===== src/rtl/line_refill_unit_pkg.sv =====
`default_nettype none
// ============================================================================
// Module   : line_refill_unit_pkg
// Purpose  : Shared instruction-cache geometry and refill FSM state encoding.
// Revision : 1.0 - initial release
// ============================================================================
package line_refill_unit_pkg;

  localparam int ByteOffsetBits = 4;
  localparam int IndexBits      = 6;
  localparam int TagBits        = 32 - IndexBits - ByteOffsetBits;
  localparam int NrWordsPerLine = 4;
  localparam int LineSize       = 32 * NrWordsPerLine;

  typedef enum logic [1:0] {
    IDLE  = 2'd0,
    FETCH = 2'd1,
    RESP  = 2'd2,
    DRAIN = 2'd3
  } refill_state_e;

  // Field view of a cache byte address as used by the cache front end.
  typedef struct packed {
    logic [TagBits-1:0]        tag;
    logic [IndexBits-1:0]      index;
    logic [ByteOffsetBits-1:0] offset;
  } cache_addr_t;

endpackage
`default_nettype wire


===== src/rtl/line_refill_unit.sv =====
`default_nettype none
// ============================================================================
// Module   : line_refill_unit
// Purpose  : Fetches a cache line as sequential 32-bit word reads and returns
//            the packed line with a single-cycle valid pulse.
// Revision : 1.0 - initial release
// ============================================================================
module line_refill_unit
  import line_refill_unit_pkg::*;
#(
  parameter int LineWords  = NrWordsPerLine,
  parameter int OffsetBits = $clog2(4 * LineWords)
) (
  input  logic                      clk_i,
  input  logic                      rstn_i,
  input  logic [31:0]               mem_addr_i,
  input  logic                      mem_read_en_i,
  output logic                      mem_read_valid_o,
  output logic [32*LineWords-1:0]   mem_read_data_o,
  output logic                      word_req_o,
  output logic [31:0]               word_addr_o,
  input  logic                      word_valid_i,
  input  logic [31:0]               word_data_i
);

  localparam int          LineBits    = 32 * LineWords;
  localparam int          BeatBits    = $clog2(LineWords);
  localparam logic [31:0] c_base_mask = ~((32'd1 << OffsetBits) - 32'd1);
  localparam logic [BeatBits-1:0] c_last_beat = BeatBits'(LineWords - 1);

  refill_state_e         r_state;
  refill_state_e         w_state_next;
  logic [31:0]           r_base;
  logic [BeatBits-1:0]   r_beat;
  logic [LineBits-1:0]   r_staging;
  logic [LineBits-1:0]   r_line;
  logic [LineBits-1:0]   w_staging_next;
  logic                  w_beat_done;
  logic                  w_last_beat;

  // A response during the abort cycle (request withdrawn) must not count.
  assign w_beat_done = (r_state == FETCH) && mem_read_en_i && word_valid_i;
  assign w_last_beat = (r_beat == c_last_beat);

  always_comb begin
    w_staging_next = r_staging;
    w_staging_next[32*r_beat +: 32] = word_data_i;
  end

  always_ff @(posedge clk_i or negedge rstn_i) begin
    if (!rstn_i) begin
      r_state <= IDLE;
    end else begin
      r_state <= w_state_next;
    end
  end

  always_comb begin
    w_state_next = r_state;
    unique case (r_state)
      IDLE: begin
        if (mem_read_en_i) w_state_next = FETCH;
      end
      FETCH: begin
        if (!mem_read_en_i)                  w_state_next = IDLE;
        else if (w_beat_done && w_last_beat) w_state_next = RESP;
      end
      RESP: begin
        w_state_next = mem_read_en_i ? DRAIN : IDLE;
      end
      DRAIN: begin
        if (!mem_read_en_i) w_state_next = IDLE;
      end
      default: w_state_next = IDLE;
    endcase
  end

  // The visible line only changes when the final word lands, so an aborted
  // fetch leaves the previous complete line intact.
  always_ff @(posedge clk_i or negedge rstn_i) begin
    if (!rstn_i) begin
      r_base    <= '0;
      r_beat    <= '0;
      r_staging <= '0;
      r_line    <= '0;
    end else begin
      if ((r_state == IDLE) && mem_read_en_i) begin
        r_base <= mem_addr_i & c_base_mask;
        r_beat <= '0;
      end
      if (w_beat_done) begin
        r_staging <= w_staging_next;
        r_beat    <= r_beat + BeatBits'(1);
        if (w_last_beat) r_line <= w_staging_next;
      end
    end
  end

  assign word_req_o       = (r_state == FETCH);
  assign word_addr_o      = r_base + {{(30-BeatBits){1'b0}}, r_beat, 2'b00};
  assign mem_read_valid_o = (r_state == RESP);
  assign mem_read_data_o  = r_line;

endmodule
`default_nettype wire


===== config.mk =====
export PLATFORM = sky130hd
export DESIGN_NAME = line_refill_unit
export DESIGN_NICKNAME = d
export VERILOG_FILES = /design/src/rtl/line_refill_unit_pkg.sv /design/src/rtl/line_refill_unit.sv
export SDC_FILE = /design/constraint.sdc
export NUM_CORES = 1
export LEC_CHECK = 0
export BUFFER_PORTS_ARGS = -buffer_cell sky130_fd_sc_hd__buf_2
export CAP_MARGIN = 0
export CORE_MARGIN = 4
export CORE_UTILIZATION = 49
export CTS_CLUSTER_DIAMETER = 40
export DETAILED_ROUTE_END_ITERATION = 16
export PLACE_DENSITY = 0.83
export SYNTH_ARGS = -nofsm -noshare
export SYNTH_HDL_FRONTEND = slang
export SYNTH_SLANG_ARGS = --single-unit

===== constraint.sdc =====
create_clock -name clk_i -period 2.46 [get_ports clk_i]
set_clock_uncertainty 0.15 [all_clocks]
set_input_delay 0.246 -clock clk_i [delete_from_list [all_inputs] [get_ports clk_i]]
set_output_delay 0.246 -clock clk_i [all_outputs]
set_load 0.02 [all_outputs]

==> impl_results.md <==
* Initial Util at just under 50%
* Clock Pin Slew Worst Setup and Hold Paths at around 0.050 ns
* # port buffers at ~220
* Area Overhead vs Synth at 28.3%
* Crit path max-delay cell type: dfrtp_1
* Tmin final at between 2 and 2.5 ns
* Pre-CTS setup slack at 0.228 ns
* Met2 wire length at roughly 16000 um
* Placement Cell Area at approximately 0.012 mm^2
* WL final at roughly 32000 um
* Core Area at about 0.022 mm^2
* Synth Flop Type: dfrtp_1
* Fin. Hold Viols at 0
* GRT overflow at 0
* Post-cts repair resize count at 0
* Pin count of the biggest net entering global routing at 85
* Leak Pwr at between 0.006 and 0.007 uW
* DRC errors left at 0
* Crit path cell chain: inv_1 -> ha_2 -> and4bb_2 -> and3_1 -> buf_4 -> a22o_1
* Largest cells by area after synthesis: dfrtp_1 (59%), a21oi_1 (10%), a22o_1 (10%)
* Max_cap viols at 0
* Antenna-violating nets left at 0
* RSZ-0062 raised after global routing: false
* First-pass GRT wire length at roughly 51000 um
* Placed wire-length estimate at 19600 um
* CP max FO at 22
* Initial drt markers at 789
* Die Span Y at 157 um
* Worst Path Arrival at roughly 2.5 ns
* Fillers at 1613
* Synth cell types at 32
* Peak VDD IR at between 0.0006 and 0.0007 V
* 1st-pass router iterations at 5
* Number of diodes at 0
* Fmax at roughly 440 MHz
* Final hold slack at 0.135 ns
* Clk sinks at roughly 260
* CTS tree: yes
* Status: finished, final reports clean
* Std cell rows at 54
* Startpoint types: flop
* Vias in the first global route at just over 9000
* Highest routed layer: met4
* CTS Buffer Depth at 3
* Final setup margin at between 0.15 and 0.2 ns
* Post-synth EDFFs at 0
* Routed vias/inst at just under 6
* Setup TNS at 0 ns
* CTS HTree Levels at 2
* Layout cells sized above 1 at between 30% and 40%
* Delay-heaviest family, CP: simple AND/OR/NAND/NOR gates
* Post-synthesis sequential area ratio at between 50% and 60%
* Post-Syn Instances at roughly 960
* Routed wl met3 at between 2000 and 3000 um
* #FFs+latches synth at around 260
* Synth cell count leaders: dfrtp_1 (256), a21oi_1 (224), a22o_1 (126), nor2b_1 (66), clkbuf_1 (63)
* CTS buffer count at 35
* Max Slew Vio Count at 0
* Die X at ~160 um
* Synthesized cell area at ~0.011 mm^2
* Top cell type's share of synthesized area at between 50% and 60%
* Number of top-level design ports at 230
* Post-CTS Repair Setup Buffers at 0
* Buf+Inv Stages, Crit Path at 2
* Highest cell delay on the worst timing path at between 0.4 and 0.5 ns
* Fin nets at about 1300
* Met1 WL at 13000 um
* PwrDens at 928 mW/mm^2
* Critical Path Sink Type: flop
* Routed vias at between 8000 and 9000
* Routability Congestion at a little under 0.8
* Min-Delay Path Class: in2async
* Final setup vio count at 0
* WL/cell at 21.4 um
* Post-synth top area cell: dfrtp_1
* # hold bufs at CTS at 62
* Initial antenna violation count at 0
* Die area at around 0.025 mm^2
* Setup CP Type: reg2reg
* Async set or reset register ratio after synthesis at 100%
* Dominant cell by count in the synthesized netlist: dfrtp_1
* GRT Total Usage at between 20% and 30%
* Design area at approximately 0.014 mm^2
* Clk Latency, worst-skew pair at 0.50 ns
* Fin crit share at 92.1%
* Root Buffer: clkbuf_16
* WP data required at 2.74 ns
* Synth warnings at 0
* Syn Area/Cell at ~11 um^2
## worst reg2reg max path, stage by stage, from the launching register on
cell	delay (ns)
dfrtp_1	0.44
inv_1	0.12
ha_2	0.41
and4bb_2	0.38
and3_1	0.21
buf_4	0.29
a22o_1	0.20
## logic make-up after synthesis
family	synth area share, %
flops	59.0
compound gates	22.5
other cells	0.0345
buf+inv	6.35
mux	3.01
fa+ha+maj	0.576
simple gates	8.47
## state kept, by name, indices dropped and copies added (netlist names)
signal and flops:
mem_read_data_o 128, r_base 28, r_beat 2, r_staging 96, r_state 2
## routing by layer
| metal | up-vias | global-route usage [%] |
|---|---|---|
| met2 | 445 | 42.6 |
| met5 | - | 0 |
| met4 | 0 | 8.51 |
| met3 | 71 | 5.86 |
| li1 | 3915 | - |
| met1 | 4470 | 34.8 |
## where the power goes
part / internal [uW] / switching [uW]
sequential: 4860 / 379
combinational: 1020 / 1690
clock: 3090 / 1900
## cells in the final DEF (no fill, tap or decap), types with 2 or more instances in the layout
| master | count |
|---|---|
| nand4_1 | 3 |
| conb_1 | 2 |
| and2_1 | 2 |
| inv_1 | 4 |
| nand2_1 | 3 |
| buf_2 | 222 |
| and4bb_2 | 2 |
| clkbuf_8 | 7 |
| buf_12 | 9 |
| nand3_1 | 32 |
| a22o_1 | 126 |
| nand2b_1 | 32 |
| clkbuf_16 | 37 |
| clkinv_2 | 4 |
| inv_6 | 5 |
| and2_4 | 2 |
| clkbuf_1 | 2 |
| nor2b_1 | 66 |
| ha_2 | 2 |
| ha_1 | 2 |
| o21ai_0 | 3 |
| mux2_2 | 29 |
| buf_4 | 32 |
| dfrtp_1 | 255 |
| a31oi_1 | 32 |
| a21oi_1 | 224 |
| dlygate4sd3_1 | 62 |
| clkinvlp_4 | 4 |
## stage by stage
step	std cells	total power, uW	utilization [%]
2_1_floorplan	959	6820	-
3_3_place_gp	1377	7820	55.6
3_5_place_dp	1377	7910	55.6
4_1_cts	1501	13000	63.8
5_1_grt	1501	13500	63.8
6_report	1501	12900	63.8
## path summary, 6_finish.rpt
| path | start | endpoint | slack [ns] | depth (start not counted) |
|---|---|---|---|---|
| worst max-delay path | r_beat[1]$_DFFE_PN0P_ | r_staging[68]$_DFFE_PN0P_ | 0.19 | 6 |
| worst min-delay path | rstn_i | r_base[23]$_DFFE_PN0P_ | 0.13 | 2 |
| worst max register to register | r_beat[1]$_DFFE_PN0P_ | r_staging[68]$_DFFE_PN0P_ | 0.19 | 6 |
| max in group asynchronous | rstn_i | mem_read_data_o[20]$_DFFE_PN0P_ | 1.35 | 3 |
| worst min register to register | r_staging[39]$_DFFE_PN0P_ | r_staging[39]$_DFFE_PN0P_ | 0.34 | 1 |
| min in group clk_i | word_valid_i | mem_read_data_o[91]$_DFFE_PN0P_ | 0.25 | 4 |
## area by class of cell
type / instances / area [um^2] / share of cell area (%)
clock buffer: 46 / 1030 / 7.40
clock inverter: 16 / 144 / 1.03
inverter: 5 / 18.8 / 0.135
multi-input combinational: 572 / 3810 / 27.3
sequential: 256 / 6410 / 46.0
tap: 280 / 350 / 2.52
timing repair buffer: 326 / 2170 / 15.6
Power figures use the tool's default switching activity.
